===== src/rtl/invaes_cbc_if.sv =====
// Signal bundle between the CBC chaining wrapper, its ciphertext source,
// its plaintext sink and the inverse-AES core it drives.
interface invaes_cbc_if #(parameter int CNTW = 16);
  logic            iv_load;
  logic [127:0]    iv;
  logic            ct_valid;
  logic [127:0]    ct_in;
  logic            ct_ready;
  logic            core_ce;
  logic [127:0]    core_ct;
  logic            core_done;
  logic [127:0]    core_pt;
  logic            pt_valid;
  logic [127:0]    pt_out;
  logic            pt_ready;
  logic [CNTW-1:0] blk_count;

  modport slave (
    input  iv_load, iv, ct_valid, ct_in, core_done, core_pt, pt_ready,
    output ct_ready, core_ce, core_ct, pt_valid, pt_out, blk_count
  );

  modport master (
    output iv_load, iv, ct_valid, ct_in, core_done, core_pt, pt_ready,
    input  ct_ready, core_ce, core_ct, pt_valid, pt_out, blk_count
  );
endinterface


===== src/rtl/invaes_cbc.sv =====
// CBC-mode chaining wrapper around an inverse-AES core: issues one ciphertext
// block at a time and XORs the core result with the previous ciphertext (or IV).
module invaes_cbc #(
  parameter int CNTW = 16
) (
  input logic         clk,
  input logic         reset,
  invaes_cbc_if.slave bus
);

  typedef enum logic [2:0] {IDLE, ISSUE, WAIT0, WAIT1, OUT} state_t;

  localparam logic [CNTW-1:0] CountOne = {{(CNTW-1){1'b0}}, 1'b1};

  state_t          r_state;
  logic [127:0]    r_chain;
  logic [127:0]    r_ctReg;
  logic [127:0]    r_ptReg;
  logic [CNTW-1:0] r_blkCount;
  logic            r_ctReady;
  logic            r_coreCe;
  logic            r_ptValid;

  // Handshake flags are registered alongside the state so they toggle with it.
  // WAIT0 exists because core_done is a level that may still be high from the
  // previous block; it must be seen low once before a new result is trusted.
  always_ff @(posedge clk or posedge reset) begin
    if (reset) begin
      r_state    <= IDLE;
      r_chain    <= '0;
      r_ctReg    <= '0;
      r_ptReg    <= '0;
      r_blkCount <= '0;
      r_ctReady  <= 1'b1;
      r_coreCe   <= 1'b0;
      r_ptValid  <= 1'b0;
    end else begin
      unique case (r_state)
        IDLE: begin
          if (bus.iv_load) begin
            r_chain    <= bus.iv;
            r_blkCount <= '0;
          end
          if (bus.ct_valid) begin
            r_ctReg   <= bus.ct_in;
            r_ctReady <= 1'b0;
            r_coreCe  <= 1'b1;
            r_state   <= ISSUE;
          end
        end
        ISSUE: begin
          r_coreCe <= 1'b0;
          r_state  <= WAIT0;
        end
        WAIT0: begin
          if (!bus.core_done) begin
            r_state <= WAIT1;
          end
        end
        WAIT1: begin
          if (bus.core_done) begin
            r_ptReg   <= bus.core_pt ^ r_chain;
            r_ptValid <= 1'b1;
            r_state   <= OUT;
          end
        end
        OUT: begin
          if (bus.pt_ready) begin
            r_chain    <= r_ctReg;
            r_blkCount <= r_blkCount + CountOne;
            r_ptValid  <= 1'b0;
            r_ctReady  <= 1'b1;
            r_state    <= IDLE;
          end
        end
        default: begin
          r_state   <= IDLE;
          r_ctReady <= 1'b1;
          r_coreCe  <= 1'b0;
          r_ptValid <= 1'b0;
        end
      endcase
    end
  end

  assign bus.ct_ready  = r_ctReady;
  assign bus.core_ce   = r_coreCe;
  assign bus.core_ct   = r_ctReg;
  assign bus.pt_valid  = r_ptValid;
  assign bus.pt_out    = r_ptReg;
  assign bus.blk_count = r_blkCount;

endmodule


===== src/flat_wrapper.sv =====
// flat-port wrapper written by rule: the top's interface ports become plain ports
module invaes_cbc_flat 
#(
  parameter int CNTW = 16
)
  (clk, reset, bus_iv_load, bus_iv, bus_ct_valid, bus_ct_in, bus_core_done, bus_core_pt, bus_pt_ready, bus_ct_ready, bus_core_ce, bus_core_ct, bus_pt_valid, bus_pt_out, bus_blk_count);
  invaes_cbc_if #(.CNTW(CNTW)) bus_i ();
  input logic clk;
  input logic reset;
  input wire logic [$bits(bus_i.iv_load)-1:0] bus_iv_load;
  input wire logic [$bits(bus_i.iv)-1:0] bus_iv;
  input wire logic [$bits(bus_i.ct_valid)-1:0] bus_ct_valid;
  input wire logic [$bits(bus_i.ct_in)-1:0] bus_ct_in;
  input wire logic [$bits(bus_i.core_done)-1:0] bus_core_done;
  input wire logic [$bits(bus_i.core_pt)-1:0] bus_core_pt;
  input wire logic [$bits(bus_i.pt_ready)-1:0] bus_pt_ready;
  output wire logic [$bits(bus_i.ct_ready)-1:0] bus_ct_ready;
  output wire logic [$bits(bus_i.core_ce)-1:0] bus_core_ce;
  output wire logic [$bits(bus_i.core_ct)-1:0] bus_core_ct;
  output wire logic [$bits(bus_i.pt_valid)-1:0] bus_pt_valid;
  output wire logic [$bits(bus_i.pt_out)-1:0] bus_pt_out;
  output wire logic [$bits(bus_i.blk_count)-1:0] bus_blk_count;
  assign bus_i.iv_load = bus_iv_load;
  assign bus_i.iv = bus_iv;
  assign bus_i.ct_valid = bus_ct_valid;
  assign bus_i.ct_in = bus_ct_in;
  assign bus_i.core_done = bus_core_done;
  assign bus_i.core_pt = bus_core_pt;
  assign bus_i.pt_ready = bus_pt_ready;
  assign bus_ct_ready = bus_i.ct_ready;
  assign bus_core_ce = bus_i.core_ce;
  assign bus_core_ct = bus_i.core_ct;
  assign bus_pt_valid = bus_i.pt_valid;
  assign bus_pt_out = bus_i.pt_out;
  assign bus_blk_count = bus_i.blk_count;
  invaes_cbc #(.CNTW(CNTW)) u_core (.clk(clk), .reset(reset), .bus(bus_i));
endmodule

===== config.mk =====
export PLATFORM = sky130hd
export DESIGN_NAME = invaes_cbc_flat
export DESIGN_NICKNAME = d
export VERILOG_FILES = /design/src/rtl/invaes_cbc_if.sv /design/src/rtl/invaes_cbc.sv /design/src/flat_wrapper.sv
export SDC_FILE = /design/constraint.sdc
export NUM_CORES = 1
export LEC_CHECK = 0
export ABC_AREA = 1
export CORE_AREA = 2 2 260 262
export DETAILED_ROUTE_END_ITERATION = 8
export DIE_AREA = 0 0 262 264
export GPL_TIMING_DRIVEN = 0
export SYNTH_ARGS = -nofsm -noshare
export SYNTH_HDL_FRONTEND = slang
export SYNTH_SLANG_ARGS = --single-unit

===== constraint.sdc =====
create_clock -name clk -period 21.6 [get_ports clk]
set_input_delay 4.32 -clock clk [delete_from_list [all_inputs] [get_ports clk]]
set_output_delay 4.32 -clock clk [all_outputs]
set_load 0.02 [all_outputs]

==> results.yml, run 1 <==
synthesis:
  synth_area_leader_cell: "dfrtp_1"
  synth-xor-area-share: 0.0643
  synth.most_common_cell: "nand2_1"
  synth_mux_area_frac: 0
  synth_compound_area_frac: 0.124
  synth_top_cell_area_share: 0.577
  synth_top_family_by_area: "simple AND/OR/NAND/NOR gates"
  synth_cell_types: 27
  synthCells: 1969
  synth_area_leaders: "dfrtp_1 (58%), nand2_1 (15%), o21ai_0 (6.5%)"
  synth_area_um2: 17600
  synth_seq_cells: 406
  synth_fp_nets: 2360
  async_flop_share: 1.00
  synth_top_flop_cell: "dfrtp_1"
  postSynthAreaPerCell_um2: 8.93
  seq_area_frac_synth: 0.578
  synth_edf_count: 0
  synth-adder-area-share: 0.000712
  synthTopCellsByCount: "nand2_1 (685), dfrtp_1 (405), o21ai_0 (228)"
  ys_warn_count: 0
  yosys.area_share.simple: 0.190
clocking:
  cts_tree: "built"
  hold_buffers: 0
  path_clk_slew_ps: 60
  cts_buffers: 49
  cts_sinks: 406
  clock_path_buffers: 3
  cts-resized-gates: 0
  cts_setup_buffers: 0
  clockRootBuffer: "clkbuf_16"
  htreeDepth: 2
  clock_latency_ps: 600
timing:
  finalMaxSlewViolations: 0
  fin_crit_sh: 0.289
  setup_viol_count_final: 0
  finClkSkew_ps: 29.4
  finalSetupTns_ps: 0
  max_clock_freq_mhz: 160
  rsz0062_at_grt: "no"
  relSlewSlack: 0.512
  finalHoldViolCount: 0
  worst_pin_slew_ps: 732
  final.min_clock_period_ps: 6240
global_routing:
  grt_pass1_vias: 17500
  track_usage: 0.221
  antenna_found_initial: 18
  grt_max_degree: 122
  grt_pass1_wl_um: 114000
  overflow: 0
routing:
  vias: 17000
  drc: 0
  drtIter0Drc: 1300
  vias_per_cell: 4.70
  wl_met3_um: 5330
  top_layer: "met5"
  drt-met1-wl_um: 31200
  wl_um: 77900
  drtAntennaViolNets: 0
  dr.pass1.iters: 6
  wl_per_cell_um: 21.6
  wl_met2_um: 38300
job:
  max-cap-violations: 0
worst_hold_path:
  holdCritPathClass: "reg -> reg"
  holdPathEnd: "u_core.bus.pt_out[26]$_DFFE_PP0P_"
  min_delay_path_depth: 2
  hold_start: "u_core.bus.pt_out[26]$_DFFE_PP0P_"
final_layout:
  seq_area_um2: 10200
  n_fill_cell: 6651
  multi_input_area_um2: 6670
  design_area_um2: 27000
  drive_gt1_frac: 0.0672
  synthToLayoutAreaGrowth_pct: 53.9
  nets: 3078
  final_cells: 3612
  utilization: 0.406
power:
  vdd_drop_max_v: 0.0000733
  seq_power_share: 0.354
  p_comb_frac: 0.434
  clkPwrFrac: 0.212
  power_uw: 3920
  leakage_uw: 0.0117
  switching_power_uw: 1580
  switching_share: 0.404
  intPower_uw: 2340
  powerDensity_nw_per_um2: 145
setup_path:
  cp_slowest_stage_delay_ps: 770
  path_class: "reg -> out"
  critPathCaptureType: "output port"
  rr_startpoint: "u_core.r_state[1]$_DFFE_PP0P_"
  crit_path_top_delay_cell: "clkdlybuf4s50_1"
  path_max_fanout: 3
  critPathLaunchType: "flip-flop"
  rrSetupSlack_ps: 19410
  r2r-end: "u_core.r_chain[8]$_DFFE_PP0P_"
  cp_top_family: "buffers and inverters"
  crit_buf_inv: 1
  crit_path_cell_trace: "clkdlybuf4s50_1"
  rr_worst_depth: 7
  cp.required_ps: 17280
  critPathArrivalTime_ps: 1920
placed_design:
  dp_hpwl_um: 59200
  post_dp_cell_area_um2: 25400
  port_buffers: 664
  gp_congestion: 0.926
  placed_cells: 3509
floorplanning:
  die_height_um: 264
  ioPinCount: 665
  dieArea_um2: 69200
  core_um2: 66600
  die_x_um: 262
  start_util: 0.264
  rows: 95
status:
  status: "complete, no violations"
-- cell usage in the layout (no fill, tap or decap), types with 12 or more instances in the layout --
cell type,instances
inv_1,21
buf_2,68
clkbuf_16,49
nand3_1,17
nand2_1,685
xnor2_1,128
dfrtp_1,405
nor2_1,154
diode_2,15
buf_4,17
clkdlybuf4s50_1,664
clkbuf_8,12
a31oi_1,128
o21ai_1,37
clkbuf_1,51
o21ai_0,228
-- power by group through the flow --
stage / Clock [uW] / Sequential (uW) / Combinational, uW
finish: 831 / 1390 / 1700
global placement: 0 / 1390 / 1690
CTS: 849 / 1390 / 1720
global route: 881 / 1430 / 1850
detailed placement: 0 / 1400 / 1720
floorplan: 0 / 1590 / 624
-- per-stage QoR --
step                      hold slack (ps)  worst slack, ps
after global routing                  507            15300
after global placement                467              491
after detailed placement              474            15060
final                                 487            15360
after CTS                             489            15290
after floorplan                       526             5990
-- logic make-up after synthesis --
logic type | after synthesis
AND/OR/NAND/NOR | 873
flip-flops | 406
buffers and inverters | 157
adder cells (fa/ha/maj) | 1
AO/OA/AOI/OAI | 403
XOR/XNOR | 129
-- flip-flops by register name, indices dropped and copies added (netlist names) --
register	count
u_core.bus.blk_count	16
u_core.bus.core_ce	1
u_core.bus.core_ct	128
u_core.bus.ct_ready	1
u_core.bus.pt_out	128
u_core.bus.pt_valid	1
u_core.r_chain	128
u_core.r_state	3
-- per-layer routing --
metal,GRT usage,vias up
met5,0,-
met4,0.0927,6
met3,0.0488,157
met2,0.370,627
met1,0.273,8310
li1,-,7871
-- worst max-delay path by stage --
stage	depth (start not counted)	endpoint	slack (ps)	startpoint
floorplan	1	u_core.bus.blk_count[0]$_DFFE_PP0P_	5990	reset
global placement	2	u_core.bus.core_ct[25]$_DFFE_PP0P_	490	reset
detailed placement	8	u_core.bus.core_ct[88]$_DFFE_PP0P_	15060	bus_ct_valid
CTS	1	bus_core_ct[2]	15290	u_core.bus.core_ct[2]$_DFFE_PP0P_
global route	1	bus_core_ct[2]	15300	u_core.bus.core_ct[2]$_DFFE_PP0P_
finish	1	bus_core_ct[2]	15360	u_core.bus.core_ct[2]$_DFFE_PP0P_
-- tightest hold or removal path, cell delays in order (launching register included) --
cell	delay (ps)
dfrtp_1	350
nand2_1	50
o21ai_0	60
-- final cells by class --
type	instances	area share
antenna	15	0.00139
sequential	406	0.376
buffer	129	0.0238
tap	873	0.0404
multi-input combinational	1406	0.247
clock inverter	16	0.00634
clock buffer	72	0.0530
timing repair buffer	667	0.249
inverter	28	0.00416
(Power assumes the default switching activity.)
==> run 2: changes to the inputs <==
==> constraint.sdc (replaced) <==
create_clock -name clk -period 6.2 [get_ports clk]
set_input_delay 1.24 -clock clk [delete_from_list [all_inputs] [get_ports clk]]
set_output_delay 1.24 -clock clk [all_outputs]
set_load 0.02 [all_outputs]
==> run 2 against run 1 <==
Wire length fell by 0.17%. Sequential power rose to 3.5 times the previous value. Via count fell by 0.23%. Clock skew fell by 9.4 ps. Power rose to 3.5 times the previous value. Utilization rose by 0.30 points.
==> results.yml, run 2 (synthesis gave the netlist of run 1 again) <==
final_layout:
  synthToLayoutAreaGrowth_pct: 55.0
  drive_gt1_frac: 0.0692
  seq_area_um2: 10200
  nets: 3086
  final_cell_mix: "nand2_1 (685), clkdlybuf4s50_1 (664), dfrtp_1 (405)"
  design_area_um2: 27200
  final_common_cell: "nand2_1"
  multi_input_area_um2: 6670
  n_fill_cell: 6583
routing:
  drc: 0
  wl_met2_um: 37600
  top_layer: "met5"
  wl_per_cell_um: 21.5
  drtIter0Drc: 1079
  vias_per_cell: 4.68
  dr.pass1.iters: 7
  vias: 16900
  wl_met3_um: 6190
  drtAntennaViolNets: 0
  wl_um: 77700
  drt-met1-wl_um: 30700
setup_path:
  cp_top_family: "buffers and inverters"
  critPathArrivalTime_ps: 1860
  cp_slowest_stage_delay_ps: 740
  cp.required_ps: 4960
  path_max_fanout: 3
  critPathCaptureType: "output port"
  crit_path_top_delay_cell: "clkdlybuf4s50_1"
  crit_buf_inv: 1
  path_class: "reg -> out"
  crit_path_cell_trace: "clkdlybuf4s50_1"
  critPathLaunchType: "flip-flop"
placed_design:
  post_dp_cell_area_um2: 25500
  port_buffers: 664
  dp_hpwl_um: 60300
  gp_congestion: 0.889
timing:
  relSlewSlack: 0.526
  worst_pin_slew_ps: 711
  finalHoldViolCount: 0
  finalSetupTns_ps: 0
  finalMaxSlewViolations: 0
  final.min_clock_period_ps: 3100
  max_clock_freq_mhz: 323
  finClkSkew_ps: 20.0
  setup_viol_count_final: 0
  rsz0062_at_grt: "no"
  hold_ws_ps: 483
  fin_crit_sh: 0.500
clocking:
  cts_tree: "built"
  path_clk_slew_ps: 60
  cts-resized-gates: 0
  clock_path_buffers: 3
  hold_buffers: 0
  clock_latency_ps: 590
  clockRootBuffer: "clkbuf_16"
  cts_buffers: 49
  htreeDepth: 2
  cts_setup_buffers: 0
  cts_sinks: 406
power:
  power_uw: 13800
  powerDensity_nw_per_um2: 507
  leakage_uw: 0.0118
  vdd_drop_max_v: 0.000245
floorplanning:
  ioPinCount: 665
  die_x_um: 262
  rows: 95
  dieArea_um2: 69200
  core_um2: 66600
  start_util: 0.264
  die_height_um: 264
worst_hold_path:
  holdCritPathClass: "reg -> reg"
status:
  status: "complete, no violations"
global_routing:
  track_usage: 0.219
  grt_max_degree: 42
  grt_pass1_wl_um: 113000
  overflow: 0
  antenna_found_initial: 23
  grt_pass1_vias: 17400
job:
  max-cap-violations: 0
-- run 2: changes by cell type in the layout (fill, tap and decap cells not counted), moves of 2 or more --
cell | before | now
buf_16 | 3 | 0
buf_12 | 0 | 11
bufinv_16 | 2 | 5
inv_8 | 2 | 0
inv_6 | 2 | 0
clkbuf_8 | 12 | 10
clkbuf_1 | 51 | 53
-- run 2: final timing paths --
path | startpoint | endpoint | slack [ps] | depth (start not counted)
max | u_core.bus.core_ct[2]$_DFFE_PP0P_ | bus_core_ct[2] | 3100 | 1
min | u_core.bus.pt_out[0]$_DFFE_PP0P_ | u_core.bus.pt_out[0]$_DFFE_PP0P_ | 480 | 2
max reg2reg | u_core.r_state[1]$_DFFE_PP0P_ | u_core.r_chain[8]$_DFFE_PP0P_ | 3980 | 7
min reg2reg | u_core.bus.pt_out[0]$_DFFE_PP0P_ | u_core.bus.pt_out[0]$_DFFE_PP0P_ | 480 | 2
max in group asynchronous | reset | u_core.bus.pt_out[40]$_DFFE_PP0P_ | 3490 | 7
min in group asynchronous | reset | u_core.bus.core_ct[99]$_DFFE_PP0P_ | 1070 | 2
-- run 2: per-layer routing --
layer  vias to the layer above  global-route usage
met5                         -                   0
met4                        14              0.0991
met3                       167              0.0549
met2                       654               0.365
met1                      8190               0.267
li1                       7907                   -
-- run 2: where the power goes --
| group | internal (uW) | switching [uW] | total, uW | leakage (uW) |
|---|---|---|---|---|
| Clock | 1810 | 1210 | 3020 | 0.000815 |
| Sequential | 3870 | 969 | 4840 | 0.00492 |
| Combinational | 2600 | 3350 | 5950 | 0.00602 |
-- run 2: area by class of cell --
class,count,share of cell area
Buffer,129,0.0236
Sequential cell,406,0.373
Clock inverter,15,0.00849
Multi-Input combinational cell,1406,0.245
Antenna cell,16,0.00147
Clock buffer,73,0.0528
Tap cell,873,0.0401
Inverter,28,0.00399
Timing Repair Buffer,675,0.252
-- run 2: stage by stage --
step | utilization | setup slack, ps | std cells
after floorplan | - | -509 | 1969
after global placement | 0.380 | -3590 | 3506
after detailed placement | 0.384 | 2670 | 3517
after CTS | 0.409 | 3050 | 3605
after global routing | 0.409 | 3040 | 3618
final | 0.409 | 3100 | 3621
